File: src/rtl/sync_fifo_defines.vh
// sync_fifo_defines: shared FIFO build-time defaults
`ifndef SYNC_FIFO_DEFINES_VH
`define SYNC_FIFO_DEFINES_VH
`define FIFO_DEPTH 16
`endif

File: src/rtl/sync_fifo_ptr_ctrl_pkg.sv
// sync_fifo_ptr_ctrl_pkg: shared defaults for the FIFO pointer controller
package sync_fifo_ptr_ctrl_pkg;
    `include "sync_fifo_defines.vh"
    localparam int FIFO_DEPTH_DEFAULT = `FIFO_DEPTH;
endpackage

File: src/rtl/sync_fifo_ptr_cnt.sv
// sync_fifo_ptr_cnt: wrapping pointer counter
//   clk, rst : clock, sync active-high reset
//   clr      : synchronous clear
//   inc      : advance by one, wrapping modulo 2^W
//   cnt      : registered count
module sync_fifo_ptr_cnt #(
    parameter int W = 5
) (
    input  logic         clk,
    input  logic         rst,
    input  logic         clr,
    input  logic         inc,
    output logic [W-1:0] cnt
);
    always_ff @(posedge clk)
        if (rst || clr) cnt <= '0;
        else if (inc)   cnt <= cnt + 1'b1;
endmodule

File: src/rtl/sync_fifo_ptr_ctrl.sv
// sync_fifo_ptr_ctrl: synchronous FIFO read/write pointer controller
//   clk, rst              : clock, sync active-high reset
//   i_valid_s, i_ready_m  : write / read requests
//   i_flush               : synchronous pointer clear
//   i_full, i_empty       : flags from the external comparator
//   o_wr_en, o_rd_en      : memory strobes (combinational)
//   wr_addr, rd_addr      : registered pointers, MSB is the wrap bit
//   o_rd_valid            : read data valid, one cycle after o_rd_en
//   o_overflow/underflow  : sticky blocked-request flags
module sync_fifo_ptr_ctrl
    import sync_fifo_ptr_ctrl_pkg::*;
#(
    parameter int FIFO_DEPTH = FIFO_DEPTH_DEFAULT,
    parameter int ADDR_WIDTH = $clog2(FIFO_DEPTH)
) (
    input  logic                clk,
    input  logic                rst,
    input  logic                i_valid_s,
    input  logic                i_ready_m,
    input  logic                i_flush,
    input  logic                i_full,
    input  logic                i_empty,
    output logic                o_wr_en,
    output logic                o_rd_en,
    output logic [ADDR_WIDTH:0] wr_addr,
    output logic [ADDR_WIDTH:0] rd_addr,
    output logic                o_rd_valid,
    output logic                o_overflow,
    output logic                o_underflow
);
    assign o_wr_en = ~rst & i_valid_s & ~i_full & ~i_flush;
    assign o_rd_en = ~rst & i_ready_m & ~i_empty & ~i_flush;

    sync_fifo_ptr_cnt #(.W(ADDR_WIDTH + 1)) u_wr_cnt (
        .clk(clk), .rst(rst), .clr(i_flush), .inc(o_wr_en), .cnt(wr_addr)
    );

    sync_fifo_ptr_cnt #(.W(ADDR_WIDTH + 1)) u_rd_cnt (
        .clk(clk), .rst(rst), .clr(i_flush), .inc(o_rd_en), .cnt(rd_addr)
    );

    always_ff @(posedge clk)
        if (rst || i_flush) begin
            o_rd_valid  <= 1'b0;
            o_overflow  <= 1'b0;
            o_underflow <= 1'b0;
        end else begin
            o_rd_valid <= o_rd_en;
            if (i_valid_s && i_full)  o_overflow  <= 1'b1;
            if (i_ready_m && i_empty) o_underflow <= 1'b1;
        end
endmodule

File: config.mk
export PLATFORM = sky130hd
export DESIGN_NAME = sync_fifo_ptr_ctrl
export DESIGN_NICKNAME = d
export VERILOG_FILES = /design/src/rtl/sync_fifo_ptr_ctrl_pkg.sv /design/src/rtl/sync_fifo_ptr_cnt.sv /design/src/rtl/sync_fifo_ptr_ctrl.sv
export VERILOG_INCLUDE_DIRS = /design/src /design/src/rtl
export SDC_FILE = /design/constraint.sdc
export NUM_CORES = 1
export LEC_CHECK = 0
export ABC_CLOCK_PERIOD_IN_PS = 1580
export CELL_PAD_IN_SITES_DETAIL_PLACEMENT = 1
export CELL_PAD_IN_SITES_GLOBAL_PLACEMENT = 2
export CORE_MARGIN = 5
export CORE_UTILIZATION = 24
export CTS_BUF_LIST = sky130_fd_sc_hd__clkbuf_2
export DETAILED_ROUTE_END_ITERATION = 8
export PLACE_DENSITY = 0.89
export SETUP_SLACK_MARGIN = 0.02
export SLEW_MARGIN = 20
export SYNTH_ARGS = -nofsm -noshare
export SYNTH_HDL_FRONTEND = slang
export SYNTH_SLANG_ARGS = --single-unit
File: constraint.sdc
create_clock -name clk -period 1.58 [get_ports clk]
set_input_delay 0.158 -clock clk [delete_from_list [all_inputs] [get_ports clk]]
set_output_delay 0.158 -clock clk [all_outputs]
set_load 0.01 [all_outputs]
== Word level (Yosys, flattened, before mapping) ==
Index checks and enable logic that the tools add are counted.

* Register bits after elaboration: 13
* Bits in latches: 0
* Memory bits (writable): 0
* Memory bits (read-only): 0
* Input bits: 7
* Output and inout bits: 15
* Memories kept: 0

* Add/subtract/negate cells: 2
* Multiply operators: 0
* Div/mod/pow operators: 0
* Magnitude comparators: 0
* Equality and inequality tests: 0
* Shifts and indexed selects: 0
* Muxes and demuxes: 0
* Bitwise gates (word level): 10
* Reduce and logical (&&, ||, !) cells: 3

{| class="wikitable"
|+ Operator list
! kind !! count
|-
| $add 5x1->5 const B || 2
|-
| $and 1x1->1 || 6
|-
| $not 1->1 || 4
|-
| $logic_and 1x1->1 || 2
|-
| $logic_or 1x1->1 || 1
|}

== Depth between registers and ports, before layout ==
Gate-level depths: netlist of run 1.

* Depth in word-level cells: 4
* Gate-level depth with buffers: 4
* Depth with buffers taken out: 4

== Hierarchy ==
A second synthesis of run 1 with hierarchy kept.

* Cell total of the unflattened synthesis: 56
* Area total of the unflattened synthesis: 584.3 µm²

{| class="wikitable"
|+ By module, submodules not included
! module !! instances !! cells each !! area an instance (µm²)
|-
| sync_fifo_ptr_cnt || 2 || 23 || 239.0
|-
| sync_fifo_ptr_ctrl || 1 || 10 || 106.4
|}

== Worst setup path after synthesis of run 1 ==
No wires, ideal clock.

* Path kind: flip-flop to flip-flop
* Start point: register u_rd_cnt.cnt[0]
* End point: register u_rd_cnt.cnt[4]
* Data arrival time: 1.147 ns
* Required time: 1.510 ns
* Setup slack: 0.363 ns
* Cell stages (with the launch flop): 5
* Path buffers: 0
* Cells stage by stage: dfxtp_1 ha_1 nand3b_1 or3_1 a21oi_1

* Word-level cells in the longest chain between the ends: 1

{| class="wikitable"
|+ RTL lines
! element !! RTL line !! RTL
|-
| from (decl) || sync_fifo_ptr_cnt.sv:13 || <nowiki>output logic [W-1:0] cnt</nowiki>
|-
| from (signal assigned) || sync_fifo_ptr_cnt.sv:17 || <nowiki>else if (inc) cnt <= cnt + 1'b1;</nowiki>
|-
| $add 5x1->5 || sync_fifo_ptr_cnt.sv:17 ||
|}

No other way between the ends.
A chain may end at the register's enable or synchronous reset.

== Final worst setup path of run 1 ==
* Start point: register u_rd_cnt.cnt[0]
* End point: output rd_addr[0]

{| class="wikitable"
|+ RTL lines
! element !! RTL line !! RTL
|-
| to (decl) || sync_fifo_ptr_ctrl.sv:26 || <nowiki>output logic [ADDR_WIDTH:0] rd_addr,</nowiki>
|}

No word-level cell between the ends.

==> impl_metrics.csv, run 1 <==
group,metric,value,unit
clock_tree,cts-root-buf,"clkbuf_2",
yosys,synth_cells,59,
global_route,antenna_found_initial,0,
cells_and_area,stdcell_count,116,
worst_setup_path,path_cells,"clkdlybuf4s50_1",
power_and_ir_drop,peakVddDrop,0.000308,V
timing,slew_violations,0,
yosys,synth_warnings,0,
clock_tree,cts_tree,"yes",
timing,period_needed,1.41,ns
detailed_routing,wl_per_cell,12.1,um
place,gp_congestion,0.670,
clock_tree,h-tree-depth,1,
cells_and_area,most-common-layout-cells,"clkdlybuf4s50_1 (19), dfxtp_1 (13), nor2_1 (10)",
hold_path,min_from,"o_overflow",
floorplanning,start_util,0.247,
floorplanning,dieArea,3280,um2
worst_setup_path,path_max_fanout,4,
yosys,synth_cell_types,17,
cells_and_area,layout.area.seq,260,um2
hold_path,min_to,"o_overflow",
timing,min_period_over_period,0.890,
timing,fmax,711,MHz
power_and_ir_drop,power_density,692,nW/um2
cells_and_area,multi_input_area,256,um2
worst_setup_path,worstPathRequired,1.42,ns
global_route,grt_pass1_vias,543,
clock_tree,clkSinkCount,13,
floorplanning,rows,17,
timing,skew,0.00508,ns
timing,layout_setup_ws,0.173,ns
yosys,synth_seq_cells,13,
place,dp_hpwl,1130,um
place,pre_cts_slack,-0.0931,ns
worst_setup_path,cp_num_cells,1,
worst_setup_path,r2r-start,"u_rd_cnt.cnt[0]",
hold_path,min_path_type,"reg2reg",
detailed_routing,first_pass_iters,2,
cells_and_area,n_antenna_cell,0,
detailed_routing,routed_wl,1400,um
detailed_routing,route.detailed.drc,0,
worst_setup_path,crit_slowest_cell,"clkdlybuf4s50_1",
timing,worstMarginPinSlew,0.167,ns
power_and_ir_drop,power.leakage,0.317,nW
global_route,grt_pass1_wl,2380,um
cells_and_area,fillers,270,
worst_setup_path,cp-startpoint,"u_rd_cnt.cnt[0]",
worst_setup_path,r2r_setup_slack,0.29,ns
clock_tree,clk_latency,0.26,ns
worst_setup_path,critPathTopFamily,"buffers and inverters",
floorplanning,core,2170,um2
run_status,status,"finished, final reports clean",
detailed_routing,num_vias,511,
hold_path,worst_hold_path.num_cells,2,
timing,slew_headroom,0.888,
cells_and_area,syn2layout_area_growth,55.4,%
floorplanning,die_height,57.2,um
timing,rsz0062_at_grt,"no",
clock_tree,cts_made_buffers,3,
worst_setup_path,endpoint_kind,"output pin",
yosys,yosysSeqAreaShare,0.486,
timing,finalSetupTns,0,ns
yosys,syn_area,536,um2
flow_run,maxCapViolations,0,
worst_setup_path,critPathBufInv,1,
detailed_routing,vias_per_cell,4.41,
floorplanning,fp.dieW,57.2,um
detailed_routing,drt_iter0_drc,5,
worst_setup_path,worstPathArrival,1.25,ns
yosys,avgSynthCellArea,9.08,um2
worst_setup_path,critPathMaxStageDelay,0.57,ns
worst_setup_path,reg2reg_depth,4,
worst_setup_path,cp-start-kind,"register",
clock_tree,clockBufferDepth,2,
worst_setup_path,r2r-end,"u_rd_cnt.cnt[4]",
clock_tree,clk_pin_slew,0.12,ns
floorplanning,io_pins,22,
timing,hold_viol_final,0,
detailed_routing,antenna_left,0,
place,io_buffers,21,
timing,setup_viol,0,
global_route,overflow,0,
place,dp_cells,112,
cells_and_area,layout_commonest_cell,"clkdlybuf4s50_1",
cells_and_area,drive_gt1_frac,0.125,
clock_tree,post-cts-setup-buffer-count,0,
worst_setup_path,critPathKind,"reg2out",
cells_and_area,nets,98,
yosys,synth_nets,68,
global_route,track_usage,0.0918,
global_route,grt_max_degree,14,
area by class of cell:
cell class	count	share of cell area
clock buffers	4	0.0241
multi-input cells	43	0.308
well taps	28	0.0421
flip-flops and latches	13	0.313
repair buffers	28	0.313
state kept, by name, summed over array words and instances, names as in the netlist:
| signal | count |
|---|---|
| o_rd_valid | 1 |
| u_rd_cnt.cnt | 5 |
| o_underflow | 1 |
| o_overflow | 1 |
| u_wr_cnt.cnt | 5 |
Yosys cell counts:
master     n  area (um2)
nand3_1    1        5.00
ha_1       2        25.0
xnor2_1    1        8.76
dfxtp_1   13         260
xor2_1     3        26.3
a21oi_1    6        30.0
mux2i_1    2        20.0
nor2_1    10        37.5
nand2_1    3        11.3
nand2b_1   1        6.26
or2_1      1        6.26
clkbuf_1   2        7.51
or3_1      4        25.0
buf_6      1        11.3
o21ai_0    4        20.0
nand3b_1   3        22.5
nor2b_1    2        12.5
metal layers:
| layer | part of all wire | GRT usage |
|---|---|---|
| met4 | 0 | 0.0298 |
| met2 | 0.50 | 0.150 |
| met1 | 0.44 | 0.110 |
| met3 | 0.064 | 0.0362 |
| met5 | 0 | 0 |
logic make-up (layout without fill, tap and decap cells):
logic type | after synthesis | in the layout | synth area share
compound gates | 10 | 10 | 0.0935
xor+xnor | 4 | 4 | 0.0654
simple gates | 25 | 25 | 0.236
buf+inv | 3 | 32 | 0.0351
fa+ha+maj | 2 | 2 | 0.0467
mux | 2 | 2 | 0.0374
flops | 13 | 13 | 0.486
power breakdown:
group           total, W  internal [W]  switching (W)
combinational  0.0000691     0.0000425      0.0000267
clock           0.000170     0.0000672       0.000103
sequential      0.000336      0.000332     0.00000387
total           0.000575      0.000442       0.000133
through the flow:
step	util	power, W	hold WS, ns	instance area [um2]
3_5_place_dp	0.375	0.000414	0.460	815
2_1_floorplan	-	0.000370	0.299	536
5_1_grt	0.384	0.000607	0.533	832
6_report	0.384	0.000575	0.493	832
4_1_cts	0.384	0.000588	0.505	832
3_3_place_gp	0.375	0.000413	0.452	815
worst max path at each step:
stage / to / slack [ns]
after detailed placement: o_wr_en / -0.09
final: rd_addr[0] / 0.17
after CTS: rd_addr[0] / 0.15
after global routing: wr_addr[0] / 0.09
after global placement: o_wr_en / -0.08
after floorplan: u_rd_cnt.cnt[4] / 0.36
timing repair:
item                                    CTS  global route
hold buffers                              0             0
endpoints found under the hold margin     0             0
gates resized for setup                   2             0
endpoints found under the setup margin    2             0
Note: power is estimated with default switching activity, not from simulation.
==> inputs of run 2 (changes only) <==
--- a/config.mk
+++ b/config.mk
@@ -9,7 +9,7 @@
 export ABC_CLOCK_PERIOD_IN_PS = 1580
 export CELL_PAD_IN_SITES_DETAIL_PLACEMENT = 1
 export CELL_PAD_IN_SITES_GLOBAL_PLACEMENT = 2
-export CORE_MARGIN = 5
+export CORE_MARGIN = 4
 export CORE_UTILIZATION = 24
 export CTS_BUF_LIST = sky130_fd_sc_hd__clkbuf_2
 export DETAILED_ROUTE_END_ITERATION = 8
==> run 2 against run 1 <==
  * Utilization grew 2.0 points
  * Power grew 0.25%
  * Design area shrank 1.1%
  * Worst setup slack lost 0.015 ns
  * Sequential power is essentially flat
  * Routed wire length shrank 1.4%
  * Cell count shrank 1.7%
  * Fmax shrank 1.1%
  * Clock power is essentially flat
  * Register-to-register slack is essentially flat
  * Flip-flop and latch count is the same
  * Largest cell class unchanged
  * Largest power group unchanged
  * Highest routed layer unchanged
==> impl_metrics.csv, run 2 (same netlist as run 1, synthesis figures left out) <==
group,metric,value,unit
timing,setup_viol,0,
global_route,overflow,0,
detailed_routing,wl_per_cell,12.1,um
floorplanning,core,2040,um2
global_route,track_usage,0.0975,
timing,worstMarginPinSlew,0.164,ns
place,dp_cells,110,
clock_tree,clk_pin_slew,0.13,ns
clock_tree,cts-root-buf,"clkbuf_2",
global_route,grt_pass1_wl,2450,um
clock_tree,clk_latency,0.26,ns
worst_setup_path,critPathKind,"reg2out",
place,io_buffers,21,
hold_path,min_path_type,"reg2reg",
floorplanning,die_height,55.2,um
worst_setup_path,critPathTopFamily,"buffers and inverters",
cells_and_area,most-common-layout-cells,"clkdlybuf4s50_1 (19), dfxtp_1 (13), nor2_1 (10)",
cells_and_area,stdcell_count,114,
global_route,grt_max_degree,14,
power_and_ir_drop,power_switching,0.000136,W
global_route,antenna_found_initial,0,
detailed_routing,vias_per_cell,4.47,
floorplanning,io_pins,22,
place,dpl_cell_area,806,um2
clock_tree,cts_tree,"yes",
place,gp_congestion,0.651,
timing,hold_viol_final,0,
timing,slew_headroom,0.889,
detailed_routing,num_vias,510,
power_and_ir_drop,peakVddDrop,0.000362,V
cells_and_area,final_cell_area,823,um2
worst_setup_path,path_max_fanout,4,
worst_setup_path,endpoint_kind,"output pin",
worst_setup_path,worstPathArrival,1.26,ns
power_and_ir_drop,finalPower,0.000577,W
global_route,grt_pass1_vias,542,
place,dp_hpwl,1100,um
cells_and_area,n_antenna_cell,0,
detailed_routing,drt_iter0_drc,6,
worst_setup_path,path_cells,"clkdlybuf4s50_1",
clock_tree,h-tree-depth,1,
power_and_ir_drop,power_density,701,nW/um2
timing,period_needed,1.42,ns
timing,rsz0062_at_grt,"no",
timing,skew,0.00241,ns
timing,finalSetupTns,0,ns
worst_setup_path,cp-start-kind,"register",
worst_setup_path,crit_slowest_cell,"clkdlybuf4s50_1",
cells_and_area,largest_registers,"u_rd_cnt.cnt x5, u_wr_cnt.cnt x5",
clock_tree,post-cts-setup-buffer-count,0,
floorplanning,dieArea,3050,um2
timing,slew_violations,0,
floorplanning,rows,16,
cells_and_area,nets,97,
power_and_ir_drop,internal-power,0.000441,W
power_and_ir_drop,seqPwrFrac,0.584,
floorplanning,start_util,0.262,
power_and_ir_drop,power.share.switching,0.236,
timing,hold_ws,0.502,ns
worst_setup_path,critPathBufInv,1,
cells_and_area,drive_gt1_frac,0.115,
run_status,status,"finished, final reports clean",
clock_tree,clockBufferDepth,2,
detailed_routing,route.detailed.drc,0,
hold_path,worst_hold_path.num_cells,2,
worst_setup_path,cp_num_cells,1,
timing,fmax,703,MHz
cells_and_area,layout_commonest_cell,"clkdlybuf4s50_1",
power_and_ir_drop,clkPwrFrac,0.300,
worst_setup_path,reg2reg_depth,4,
power_and_ir_drop,power.leakage,0.313,nW
worst_setup_path,critPathMaxStageDelay,0.57,ns
clock_tree,clkSinkCount,13,
timing,min_period_over_period,0.900,
flow_run,maxCapViolations,0,
clock_tree,cts_made_buffers,3,
floorplanning,fp.dieW,55.2,um
detailed_routing,routed_wl,1380,um
power_and_ir_drop,power_frac_comb,0.117,
clock_tree,cts_hold_buffers,0,
detailed_routing,antenna_left,0,
worst_setup_path,worstPathRequired,1.42,ns
detailed_routing,first_pass_iters,4,
cells_and_area,syn2layout_area_growth,53.7,%
run 2: cell types whose count changed in the layout (fill, tap and decap cells not counted):
| cell | change |
|---|---|
| buf_4 | -1 |
run 2: final cells by class:
cell class,count,area [um2]
multi-input cells,43,256
flip-flops and latches,13,260
clock buffers,4,20.0
well taps,27,33.8
repair buffers,27,253
fillers,262,1220
run 2: timing repair:
item	CTS	global route
endpoints found under the setup margin	2	0
hold endpoints to repair	0	0
gates resized for setup	2	0
run 2: per-stage QoR:
step | setup WS [ns] | util
after floorplan | 0.363 | -
after global placement | -0.0749 | 0.395
after detailed placement | -0.106 | 0.395
after CTS | 0.135 | 0.403
after global routing | 0.0669 | 0.403
final | 0.158 | 0.403
run 2: path summary, 6_finish.rpt:
kind	slack (ns)	end	from
min reg2reg	0.50	u_wr_cnt.cnt[4]	u_wr_cnt.cnt[4]
max	0.16	wr_addr[0]	u_wr_cnt.cnt[0]
min	0.50	u_wr_cnt.cnt[4]	u_wr_cnt.cnt[4]
max reg2reg	0.30	u_rd_cnt.cnt[4]	u_rd_cnt.cnt[0]
run 2: power by group through the flow:
stage               Clock, W  Sequential [W]  Combinational (W)
finish              0.000173        0.000337          0.0000674
global route        0.000203        0.000338          0.0000739
CTS                 0.000183        0.000337          0.0000685
detailed placement         0        0.000344          0.0000690
global placement           0        0.000344          0.0000672
floorplan                  0        0.000345          0.0000249
run 2: metal layers:
layer	global-route usage	vias to the layer above	part of all wire
li1	-	254	-
met1	0.132	241	0.48
met2	0.145	15	0.45
met3	0.0396	0	0.067
met4	0.0208	0	0
met5	0	-	0
==> inputs of run 3 (changes only) <==
--- a/config.mk
+++ b/config.mk
@@ -8,12 +8,12 @@
 export LEC_CHECK = 0
 export ABC_CLOCK_PERIOD_IN_PS = 1580
 export CELL_PAD_IN_SITES_DETAIL_PLACEMENT = 1
-export CELL_PAD_IN_SITES_GLOBAL_PLACEMENT = 2
+export CELL_PAD_IN_SITES_GLOBAL_PLACEMENT = 1
 export CORE_MARGIN = 4
-export CORE_UTILIZATION = 24
+export CORE_UTILIZATION = 31
 export CTS_BUF_LIST = sky130_fd_sc_hd__clkbuf_2
 export DETAILED_ROUTE_END_ITERATION = 8
-export PLACE_DENSITY = 0.89
+export PLACE_DENSITY_LB_ADDON = 0.1
 export SETUP_SLACK_MARGIN = 0.02
 export SLEW_MARGIN = 20
 export SYNTH_ARGS = -nofsm -noshare
==> run 3 against run 2 <==
  * Sequential share of layout area rose by 0.14 points
  * Worst setup slack better by 0.011 ns
  * Flip-flop and latch count unchanged
  * Register-to-register slack worse by 0.02 ns
  * Routed wire length down 14%
  * Utilization rose by 12 points
  * Global-route usage up 1.5 points
  * Largest cell class unchanged
==> impl_metrics.csv, run 3 (same netlist as run 1, synthesis figures left out) <==
group,metric,value,unit
run_status,status,"finished, final reports clean",
detailed_routing,antenna_left,0,
timing,skew,0.00574,ns
clock_tree,cts-root-buf,"clkbuf_2",
worst_setup_path,worstPathRequired,1.42,ns
global_route,antenna_found_initial,0,
hold_path,worst_hold_path.num_cells,2,
timing,slew_violations,0,
cells_and_area,stdcell_count,104,
clock_tree,cts_resized,3,
worst_setup_path,reg2reg_depth,4,
clock_tree,clk_pin_slew,0.12,ns
worst_setup_path,r2r-start,"u_rd_cnt.cnt[0]",
cells_and_area,layout_commonest_cell,"clkdlybuf4s50_1",
place,dp_hpwl,948,um
worst_setup_path,endpoint_kind,"output pin",
timing,period_needed,1.41,ns
timing,worstMarginPinSlew,0.149,ns
worst_setup_path,crit_slowest_cell,"clkdlybuf4s50_1",
hold_path,min_from,"o_underflow",
clock_tree,cts_hold_buffers,0,
cells_and_area,most-common-layout-cells,"clkdlybuf4s50_1 (19), dfxtp_1 (13), nor2_1 (10)",
clock_tree,h-tree-depth,1,
hold_path,min_to,"o_underflow",
detailed_routing,first_pass_iters,1,
cells_and_area,fillers,185,
detailed_routing,route.detailed.drc,0,
floorplanning,fp.dieW,49.6,um
timing,hold_viol_final,0,
floorplanning,core,1580,um2
global_route,grt_pass1_vias,531,
detailed_routing,wl_per_cell,11.5,um
worst_setup_path,worstPathArrival,1.25,ns
timing,fmax,709,MHz
cells_and_area,drive_gt1_frac,0.136,
floorplanning,dieArea,2460,um2
power_and_ir_drop,power_density,695,nW/um2
floorplanning,die_height,49.6,um
floorplanning,io_pins,22,
cells_and_area,post-route-util,0.520,
cells_and_area,n_antenna_cell,0,
global_route,overflow,0,
floorplanning,rows,14,
clock_tree,cts_made_buffers,3,
worst_setup_path,critPathBufInv,1,
cells_and_area,largest_registers,"u_rd_cnt.cnt x5, u_wr_cnt.cnt x5",
clock_tree,cts_tree,"yes",
worst_setup_path,path_max_fanout,4,
clock_tree,clockBufferDepth,2,
clock_tree,clk_latency,0.26,ns
global_route,track_usage,0.113,
cells_and_area,syn2layout_area_growth,53.0,%
flow_run,maxCapViolations,0,
global_route,grt_max_degree,14,
worst_setup_path,critPathMaxStageDelay,0.57,ns
power_and_ir_drop,peakVddDrop,0.000382,V
place,io_buffers,21,
detailed_routing,drt_iter0_drc,0,
clock_tree,post-cts-setup-buffer-count,0,
global_route,grt_pass1_wl,2190,um
timing,min_period_over_period,0.893,
worst_setup_path,r2r-end,"u_rd_cnt.cnt[4]",
hold_path,min_path_type,"reg2reg",
cells_and_area,nets,98,
worst_setup_path,critPathKind,"reg2out",
detailed_routing,vias_per_cell,4.77,
worst_setup_path,path_cells,"clkdlybuf4s50_1",
clock_tree,clkSinkCount,13,
worst_setup_path,cp-start-kind,"register",
timing,setup_viol,0,
detailed_routing,num_vias,496,
place,dp_cells,100,
timing,slew_headroom,0.898,
detailed_routing,routed_wl,1190,um
timing,rsz0062_at_grt,"no",
power_and_ir_drop,power.leakage,0.318,nW
worst_setup_path,r2r_setup_slack,0.28,ns
place,gp_congestion,0.643,
worst_setup_path,critPathTopFamily,"buffers and inverters",
floorplanning,start_util,0.340,
==> run 3: cell types whose count changed in the layout (fill, tap and decap cells not counted) <==
| cell | before | now |
|---|---|---|
| nor2b_1 | 2 | 1 |
| buf_4 | 6 | 7 |
| nor2b_2 | 0 | 1 |
==> run 3: power by group <==
part | switching [W] | internal (W)
clock network | 0.0000977 | 0.0000672
logic | 0.0000259 | 0.0000428
registers | 0.00000372 | 0.000332
==> run 3: routing by layer <==
layer / share of wire / up-vias / track usage
met5: 0 / - / 0
met1: 0.45 / 223 / 0.136
met4: 0.0075 / 0 / 0.0415
li1: - / 256 / -
met2: 0.48 / 15 / 0.189
met3: 0.062 / 2 / 0.0301
==> run 3: how the worst max path moves through the flow <==
stage	startpoint	end	slack [ns]	depth (start not counted)
final	u_rd_cnt.cnt[0]	rd_addr[0]	0.17	1
after global routing	u_rd_cnt.cnt[0]	rd_addr[0]	0.07	1
after CTS	u_rd_cnt.cnt[0]	rd_addr[0]	0.15	1
after floorplan	u_rd_cnt.cnt[0]	u_rd_cnt.cnt[4]	0.36	4
after detailed placement	i_valid_s	o_wr_en	-0.07	4
after global placement	i_flush	o_rd_en	-0.08	4
==> run 3: final cells by class <==
class / instances / area, um2 / share of cell area
clock buffers: 4 / 20.0 / 0.0244
well taps: 16 / 20.0 / 0.0244
flip-flops and latches: 13 / 260 / 0.318
repair buffers: 28 / 260 / 0.318
multi-input cells: 43 / 259 / 0.316
==> run 3: stage by stage <==
stage	worst slack, ns	hold WS, ns	setup TNS, ns	cell area, um2	power [W]
global route	0.0723	0.514	0	820	0.000604
global placement	-0.0761	0.458	-0.142	800	0.000413
finish	0.169	0.484	0	820	0.000570
detailed placement	-0.0707	0.461	-0.130	800	0.000413
CTS	0.151	0.490	0	820	0.000579
floorplan	0.363	0.299	0	536	0.000370
